===== src/rtl/fetch_pkg.sv =====
// Shared types and constants for the MIPS instruction-fetch stage.
package fetch_pkg;

  typedef enum logic [1:0] {
    IDLE  = 2'd0,
    REQ   = 2'd1,
    VALID = 2'd2
  } fetch_state_e;

  localparam logic [31:0] PC_INC      = 32'd4;
  localparam logic [31:0] NOP_DEFAULT = 32'h0000_0000;  // sll $0,$0,0

  function automatic logic [31:0] word_align(input logic [31:0] a);
    return {a[31:2], 2'b00};
  endfunction

endpackage


===== src/rtl/fetch_stage_if.sv =====
// Instruction-memory valid/ready request bus between the fetch stage and imem.
interface fetch_stage_if;
  logic        imem_req;
  logic [31:0] imem_addr;
  logic        imem_ready;
  logic [31:0] imem_rdata;

  modport master (output imem_req, output imem_addr, input imem_ready, input imem_rdata);
  modport slave  (input imem_req, input imem_addr, output imem_ready, output imem_rdata);
endinterface


===== src/rtl/fetch_stage.sv =====
// IF stage: owns the PC, fetches from imem, feeds IF/ID; handles stalls and redirects,
// including redirects that land while a memory request is still outstanding.
module fetch_stage
  import fetch_pkg::*;
#(
  parameter logic [31:0] RESET_PC  = 32'h0000_0000,
  parameter logic [31:0] NOP_INSTR = NOP_DEFAULT
) (
  input  logic                 clk,
  input  logic                 rst,
  input  logic                 stallF,
  input  logic                 redirect,
  input  logic [31:0]          redirect_pc,
  fetch_stage_if.master        imem,
  output logic [31:0]          instrF,
  output logic [31:0]          pc_plus4F,
  output logic [31:0]          pcF,
  output logic                 validF
);

  fetch_state_e state_q, state_d;
  logic [31:0]  pc_q, pc_d;
  logic [31:0]  ibuf_q, ibuf_d;
  logic         pend_v_q, pend_v_d;
  logic [31:0]  pend_pc_q, pend_pc_d;
  logic [31:0]  redir_pc;
  logic [31:0]  pc_inc;

  assign redir_pc = word_align(redirect_pc);
  assign pc_inc   = pc_q + PC_INC;

  always_comb begin
    state_d        = state_q;
    pc_d           = pc_q;
    ibuf_d         = ibuf_q;
    pend_v_d       = pend_v_q;
    pend_pc_d      = pend_pc_q;
    imem.imem_req  = 1'b0;
    imem.imem_addr = pc_q;

    case (state_q)
      IDLE: begin
        state_d = REQ;
        if (redirect) pc_d = redir_pc;
      end

      REQ: begin
        imem.imem_req = 1'b1;
        if (imem.imem_ready) begin
          // A redirect seen during or at the end of the request makes this data wrong-path.
          if (pend_v_q || redirect) begin
            pc_d     = redirect ? redir_pc : pend_pc_q;
            pend_v_d = 1'b0;
          end else begin
            ibuf_d  = imem.imem_rdata;
            state_d = VALID;
          end
        end else if (redirect) begin
          pend_v_d  = 1'b1;
          pend_pc_d = redir_pc;
        end
      end

      VALID: begin
        imem.imem_addr = pc_inc;
        if (redirect) begin
          pc_d    = redir_pc;
          state_d = REQ;
        end else if (!stallF) begin
          imem.imem_req = 1'b1;
          pc_d          = pc_inc;
          if (imem.imem_ready) ibuf_d = imem.imem_rdata;
          else                 state_d = REQ;
        end
      end

      default: state_d = IDLE;
    endcase
  end

  always_ff @(posedge clk or negedge rst) begin
    if (!rst) begin
      state_q   <= IDLE;
      pc_q      <= RESET_PC;
      ibuf_q    <= '0;
      pend_v_q  <= 1'b0;
      pend_pc_q <= '0;
    end else begin
      state_q   <= state_d;
      pc_q      <= pc_d;
      ibuf_q    <= ibuf_d;
      pend_v_q  <= pend_v_d;
      pend_pc_q <= pend_pc_d;
    end
  end

  assign validF    = (state_q == VALID);
  assign instrF    = validF ? ibuf_q : NOP_INSTR;
  assign pc_plus4F = validF ? pc_inc : '0;
  assign pcF       = pc_q;

endmodule


===== src/flat_wrapper.sv =====
// flat-port wrapper written by rule: the top's interface ports become plain ports
module fetch_stage_flat import fetch_pkg::*;
#(
  parameter logic [31:0] RESET_PC  = 32'h0000_0000,
  parameter logic [31:0] NOP_INSTR = NOP_DEFAULT
)
  (clk, rst, stallF, redirect, redirect_pc, instrF, pc_plus4F, pcF, validF, imem_imem_req, imem_imem_addr, imem_imem_ready, imem_imem_rdata);
  fetch_stage_if imem_i ();
  input  logic clk;
  input  logic rst;
  input  logic stallF;
  input  logic redirect;
  input  logic [31:0] redirect_pc;
  output logic [31:0] instrF;
  output logic [31:0] pc_plus4F;
  output logic [31:0] pcF;
  output logic validF;
  output wire logic [$bits(imem_i.imem_req)-1:0] imem_imem_req;
  output wire logic [$bits(imem_i.imem_addr)-1:0] imem_imem_addr;
  input wire logic [$bits(imem_i.imem_ready)-1:0] imem_imem_ready;
  input wire logic [$bits(imem_i.imem_rdata)-1:0] imem_imem_rdata;
  assign imem_imem_req = imem_i.imem_req;
  assign imem_imem_addr = imem_i.imem_addr;
  assign imem_i.imem_ready = imem_imem_ready;
  assign imem_i.imem_rdata = imem_imem_rdata;
  fetch_stage #(.RESET_PC(RESET_PC), .NOP_INSTR(NOP_INSTR)) u_core (.clk(clk), .rst(rst), .stallF(stallF), .redirect(redirect), .redirect_pc(redirect_pc), .imem(imem_i), .instrF(instrF), .pc_plus4F(pc_plus4F), .pcF(pcF), .validF(validF));
endmodule

===== config.mk =====
export PLATFORM = sky130hd
export DESIGN_NAME = fetch_stage_flat
export DESIGN_NICKNAME = d
export VERILOG_FILES = /design/src/rtl/fetch_pkg.sv /design/src/rtl/fetch_stage_if.sv /design/src/rtl/fetch_stage.sv /design/src/flat_wrapper.sv
export SDC_FILE = /design/constraint.sdc
export NUM_CORES = 1
export LEC_CHECK = 0
export ABC_AREA = 1
export CAP_MARGIN = 0
export CORE_MARGIN = 2
export CORE_UTILIZATION = 40
export CTS_BUF_LIST = sky130_fd_sc_hd__clkbuf_16
export CTS_CLUSTER_DIAMETER = 30
export DETAILED_ROUTE_END_ITERATION = 8
export GPL_ROUTABILITY_DRIVEN = 0
export PLACE_DENSITY = 0.8
export SKIP_CTS_REPAIR_TIMING = 1
export SLEW_MARGIN = 25
export SYNTH_ARGS = -nofsm -noshare
export SYNTH_HDL_FRONTEND = slang
export SYNTH_SLANG_ARGS = --single-unit

===== constraint.sdc =====
create_clock -name clk -period 2.7 [get_ports clk]
set_input_delay 0.675 -clock clk [delete_from_list [all_inputs] [get_ports clk]]
set_output_delay 0.675 -clock clk [all_outputs]
set_load 0.05 [all_outputs]

==> results of run 1 <==
[worst max-delay path, cell delays in order, from the launching register on]
cell,delay [ps]
dfrtp_2,450
ha_4,170
nand2_4,70
nor2_4,170
nand2_1,170
nor2_2,200
nand2_1,80
nand2_1,80
nand2_1,90
nand2_1,120
o21ai_1,130
buf_12,170
[flip-flops by register name, summed over array words and instances, names as in the netlist]
| name | cells |
|---|---|
| u_core.pcF | 32 |
| u_core.ibuf_q | 32 |
| u_core.pend_v_q | 1 |
| u_core.pend_pc_q | 32 |
| u_core.state_q | 2 |
[cell type report]
| class | count | area (µm²) |
|---|---|---|
| fillers | 1148 | 5000 |
| multi-input cells | 658 | 3960 |
| repair buffers | 258 | 3460 |
| flip-flops and latches | 99 | 2510 |
| inverters | 122 | 463 |
| well taps | 216 | 270 |
| clock buffers | 9 | 225 |
| clock inverters | 6 | 106 |
[power by group through the flow]
stage                     combinational, mW  sequential (mW)  clock [mW]
after floorplan                        6.06             3.54           0
after global placement                 10.7             2.88           0
after detailed placement               10.9             2.90           0
after CTS                              11.0             2.90        1.50
after global routing                   12.5             3.01        1.55
final                                  11.8             2.95        1.47
[per-stage QoR]
step,setup TNS (ps),util
floorplan,0,-
global placement,0,0.625
detailed placement,0,0.625
CTS,-4250,0.646
global route,-5710,0.687
finish,-2990,0.687
[layout by cell type, fill, tap and decap left out, types with 25 or more instances in the layout]
cell type	instances
buf_4	54
buf_12	97
nor2_1	58
dfrtp_1	76
mux2_4	30
a21oi_1	37
nand2_2	30
clkdlybuf4s50_1	99
inv_1	102
o21ai_0	62
nor2_4	25
nand2_1	263
[logic make-up after synthesis]
group                      Yosys count  synth area share
adders and majority gates            6            0.0114
muxes                               32            0.0718
buffers and inverters              170             0.107
DFF                                 99             0.376
AOI/OAI and AO/OA                  176             0.148
and+or+nand+nor                    433             0.271
xor gates and xnor gates            11            0.0146
[synthesized netlist by cell type (all sizes together)]
library cell / count / share of area
nor3: 5 / 0.0038
nand4: 6 / 0.0057
a21boi: 3 / 0.0034
nand3: 29 / 0.025
xor2: 8 / 0.011
a22oi: 4 / 0.0046
a21oi: 37 / 0.028
clkbuf: 26 / 0.015
o31ai: 1 / 0.0011
o2111ai: 1 / 0.0013
o22ai: 14 / 0.013
inv: 122 / 0.070
buf: 22 / 0.023
o211ai: 5 / 0.0057
and2: 2 / 0.0019
o21ai: 95 / 0.072
nor3b: 2 / 0.0040
ha: 6 / 0.011
mux2: 32 / 0.072
o21bai: 8 / 0.0091
a211oi: 8 / 0.0091
dfrtp: 99 / 0.38
nand2: 296 / 0.17
nor2: 93 / 0.060
xnor2: 3 / 0.0040
[routing by layer]
layer | GRT usage | share of wire | up-vias
met3 | 0.0615 | 0.12 | 106
met4 | 0.111 | 0.043 | 0
li1 | - | - | 3368
met2 | 0.401 | 0.48 | 569
met1 | 0.299 | 0.35 | 3416
met5 | 0 | 0 | -
[final timing paths]
kind / startpoint / endpoint / slack [ps] / cells past startpoint
min in group clk: u_core.pend_pc_q[1]$_DFFE_PN0P_ / u_core.pend_pc_q[1]$_DFFE_PN0P_ / 470 / 2
max in group asynchronous: rst / u_core.pcF[2]$_DFFE_PN0P_ / 1710 / 2
worst min register to register: u_core.pend_pc_q[1]$_DFFE_PN0P_ / u_core.pend_pc_q[1]$_DFFE_PN0P_ / 470 / 2
worst max register to register: u_core.state_q[1]$_DFFE_PN0P_ / u_core.pcF[9]$_DFFE_PN0P_ / 600 / 9
worst max-delay path: u_core.pcF[3]$_DFFE_PN0P_ / imem_imem_addr[24] / -240 / 11
worst min-delay path: rst / u_core.ibuf_q[13]$_DFFE_PN0P_ / 310 / 1
==> impl_metrics.csv, run 1 <==
group,metric,value,unit
global_routing,pin_count_of_the_biggest_net_entering_global_routing,75,
timing,finalSetupViolCount,31,
setup_path,critical_path.startpoint_type,"register",
power,swShare,0.510,
timing,layout_min_cycle_time,2940,ps
floorplanning,coreArea,16000,µm²
floorplanning,start_util,0.411,
outcome,run_status,"finished with violations",
setup_path,worst-endpoint-arrival,2270,ps
clocking,clock_latency,360,ps
clocking,num_cts_buffers,9,
floorplanning,floorplan.die_area,17500,µm²
power,intPower,7.97,mW
layout,flow.area_growth_from_synthesis,67.0,%
setup_path,critPathRequiredTime,2030,ps
placement,buffers_added_on_ports,196,
layout,final_design_area_no_fill,11000,µm²
placement,post-dp-hpwl,16000,µm
yosys,yosysSeqAreaShare,0.376,
detailed_routing,drc,0,
floorplanning,boundary_pin_count,199,
detailed_routing,postRouteWirelength,24300,µm
clocking,cts_tree,"done",
power,powerDensity,1480,nW/µm²
detailed_routing,detailroute.via_count,7459,
detailed_routing,drtIter0Drc,810,
yosys,syn-num-nets,1002,
global_routing,grt_pass1_wl,34500,µm
timing,finalHoldViolations,0,
power,p_leak,5.25,nW
timing,final_min_period_over_clock_period,1.09,
timing,max_clock_freq,340,MHz
layout,n_antenna_cell,0,
clocking,cts_max_path_buffers,2,
placement,placement.cell_area,10000,µm²
placement,dp_worst_setup_slack,160,ps
setup_path,maximum_fanout_encountered_on_the_critical_timing_path,5,
power,net_switching_power,8.28,mW
power,power.share.clock,0.090,
floorplanning,placement_rows,46,
outcome,violations_in_the_final_reports,"setup timing",
placement,placed_cells,1315,
setup_path,timing_worst_setup_path_type,"register to output port",
clocking,ctsHtreeMaxLevel,3,
setup_path,critical_path.endpoint_type,"output port",
power,power.total,16.2,mW
yosys,ys_ff_latch,99,
layout,drive_above_1_share,0.312,
yosys,synth.avg_cell_area,7.10,µm²
power,combinationalPowerShare,0.728,
clocking,clk_pin_slew_worst_paths,70,ps
floorplanning,die-height,132,µm
worst_hold_path,worstHoldPathType,"input port to async pin",
detailed_routing,via_per_inst,5.45,
power,vdd_drop_max,1.00,mV
clocking,tritoncts_num_sinks,99,
detailed_routing,route.antenna.remaining_nets,0,
floorplanning,die-width,132,µm
detailed_routing,avgRoutedWirePerCell,17.8,µm
power,power.sequential.fraction,0.181,
global_routing,grt-ovfl-total,0,
layout,post_layout_nonfiller_instances,1368,
timing,slew_headroom,0.636,
timing,hold_slack,308,ps
global_routing,overall_routing_resource_usage,0.243,
timing,maxSlewViolCount,0,
timing,worstMarginPinSlew,545,ps
detailed_routing,first_pass_drt_iterations,8,
global_routing,grt_pass1_vias,6809,
clocking,cts.root.buffer_cell,"clkbuf_16",
layout,fin_nets,1223,
yosys,netlist_instances,927,
yosys,yosysWarnings,0,
timing,final_critical_path_setup_slack,-244,ps
run,drv.max_cap_violation_count,0,
yosys,synthDistinctLibCells,38,
timing,grt_setup_unrepaired,"yes",
yosys,syn-cell-area,6580,µm²
timing,final.setup_skew,11.1,ps
global_routing,grt_antenna_before_repair,1,
No activity file was read; power rests on OpenSTA's default activity.
==> run 2, diff against run 1 <==
--- a/config.mk
+++ b/config.mk
@@ -7,7 +7,6 @@
 export LEC_CHECK = 0
 export ABC_AREA = 1
 export CAP_MARGIN = 0
-export CORE_MARGIN = 2
 export CORE_UTILIZATION = 40
 export CTS_BUF_LIST = sky130_fd_sc_hd__clkbuf_16
 export CTS_CLUSTER_DIAMETER = 30
==> run 2 against run 1 <==
Net effect: sequential cell count unchanged; the run still ends with setup timing left; cell count decreased by 0.58%; clock power decreased by 12%; global-route usage about the same; utilization decreased by 1.2 points; largest cell class unchanged; cell area decreased by 1.7%; setup slack got worse by 25 ps; wire length decreased by 6.0%.
==> impl_metrics.csv, run 2 (synthesized netlist as in run 1, its figures left out) <==
group,metric,value,unit
outcome,run_status,"finished with violations",
outcome,violations_in_the_final_reports,"setup timing",
clocking,ctsHtreeMaxLevel,3,
detailed_routing,drtIter0Drc,651,
floorplanning,start_util,0.411,
setup_path,worst-endpoint-arrival,2290,ps
setup_path,critPathRequiredTime,2030,ps
placement,buffers_added_on_ports,196,
global_routing,pin_count_of_the_biggest_net_entering_global_routing,75,
timing,finalHoldViolations,0,
layout,n_antenna_cell,0,
clocking,cts_max_path_buffers,2,
floorplanning,boundary_pin_count,199,
timing,grt_setup_unrepaired,"yes",
setup_path,worstPathCellList,"ha_4 > nand2_4 > nor2_4 > nand3_4 > nor2_4 > nand3_2 > nand2_2 > nand2_2 > nor2_4 > o21bai_4 > buf_12",
detailed_routing,postRouteWirelength,22800,µm
timing,setup-tns-final,-3510,ps
timing,slew_headroom,0.630,
layout,flow.area_growth_from_synthesis,64.1,%
global_routing,overall_routing_resource_usage,0.243,
floorplanning,floorplan.die_area,17000,µm²
setup_path,critical_path.most_common_cell,"nor2_4",
timing,finalSetupViolCount,32,
setup_path,timing_worst_setup_path_type,"register to output port",
floorplanning,placement_rows,46,
placement,post-dp-hpwl,15400,µm
clocking,clk_pin_slew_worst_paths,70,ps
floorplanning,die-width,130,µm
power,power.total,15.8,mW
setup_path,critical_path.n_buffers_inverters,1,
global_routing,grt_pass1_wl,31900,µm
detailed_routing,avgRoutedWirePerCell,16.8,µm
global_routing,grt-ovfl-total,0,
layout,n_fill_cell,1231,
power,powerDensity,1460,nW/µm²
global_routing,grt_pass1_vias,6375,
clocking,num_cts_buffers,9,
detailed_routing,first_pass_drt_iterations,5,
worst_hold_path,worstHoldPathType,"input port to async pin",
detailed_routing,drc,0,
power,vdd_drop_max,0.961,mV
timing,max_clock_freq,337,MHz
timing,final_critical_path_setup_slack,-269,ps
clocking,cts.root.buffer_cell,"clkbuf_16",
clocking,cts_tree,"done",
setup_path,critical_path.startpoint_type,"register",
clocking,clock_latency,350,ps
timing,layout_min_cycle_time,2970,ps
setup_path,maximum_fanout_encountered_on_the_critical_timing_path,5,
timing,maxSlewViolCount,0,
clocking,tritoncts_num_sinks,99,
floorplanning,coreArea,16000,µm²
detailed_routing,route.antenna.remaining_nets,0,
layout,fin_nets,1214,
run,drv.max_cap_violation_count,0,
power,p_leak,5.19,nW
timing,worstMarginPinSlew,551,ps
layout,layout_commonest_cell,"nand2_1",
timing,hold_slack,198,ps
global_routing,grt_antenna_before_repair,1,
setup_path,cpLargestDelayFamily,"simple AND/OR/NAND/NOR gates",
layout,drive_above_1_share,0.290,
floorplanning,die-height,130,µm
setup_path,slowest_stage,"dfrtp_2",
timing,final_min_period_over_clock_period,1.10,
setup_path,critical_path.max_stage_delay,450,ps
detailed_routing,via_per_inst,5.41,
layout,final_cell_mix,"nand2_1 (272), inv_1 (107), clkdlybuf4s50_1 (99), buf_12 (97), dfrtp_1 (79)",
timing,final.setup_skew,9.42,ps
setup_path,critical_path.endpoint_type,"output port",
detailed_routing,detailroute.via_count,7359,
==> run 2: worst paths after layout <==
kind                       slack, ps  cells after the start                               to                       startpoint
min in group clk                 470                      2  u_core.pend_pc_q[1]$_DFFE_PN0P_  u_core.pend_pc_q[1]$_DFFE_PN0P_
min                              200                      1    u_core.ibuf_q[10]$_DFFE_PN0P_                              rst
max                             -270                     11               imem_imem_addr[20]        u_core.pcF[3]$_DFFE_PN0P_
max in group asynchronous       1810                      2        u_core.pcF[2]$_DFFE_PN0P_                              rst
min reg2reg                      470                      2  u_core.pend_pc_q[1]$_DFFE_PN0P_  u_core.pend_pc_q[1]$_DFFE_PN0P_
max reg2reg                      570                      9       u_core.pcF[31]$_DFFE_PN0P_    u_core.state_q[1]$_DFFE_PN0P_
==> run 2: power breakdown <==
group	internal (mW)	switching (mW)
combinational	4.70	6.87
clock	0.717	0.576
sequential	2.26	0.688
==> run 2: final cells by class <==
cell class | instances | area [µm²] | share of cell area
Sequential cell | 99 | 2500 | 0.232
Timing Repair Buffer | 249 | 3380 | 0.312
Tap cell | 216 | 270 | 0.0250
Clock buffer | 9 | 225 | 0.0208
Multi-Input combinational cell | 658 | 3900 | 0.361
Clock inverter | 7 | 68.8 | 0.00637
Inverter | 122 | 460 | 0.0426
==> run 2: stage by stage <==
stage          setup slack, ps   util  instances  area, µm²
2_1_floorplan            0.234      -        927       6860
3_3_place_gp               177  0.626       1317      10000
3_5_place_dp               146  0.626       1317      10000
4_1_cts                   -228  0.645       1333      10300
5_1_grt                   -356  0.675       1360      10800
6_report                  -269  0.675       1360      10800
==> run 2: layer usage <==
layer	vias up	wire length (µm)	GRT usage
li1	3368	-	-
met1	3377	8410	0.299
met2	523	10900	0.401
met3	89	2510	0.0562
met4	2	1050	0.118
met5	-	13	0
==> run 2: worst register-to-register path: stages, from the launching register on <==
cell	delay (ps)
dfrtp_1	420
inv_1	80
ha_1	190
inv_1	330
buf_4	310
nor2_1	150
a211oi_1	360
nand2_1	90
nand2_1	70
nand2_1	50
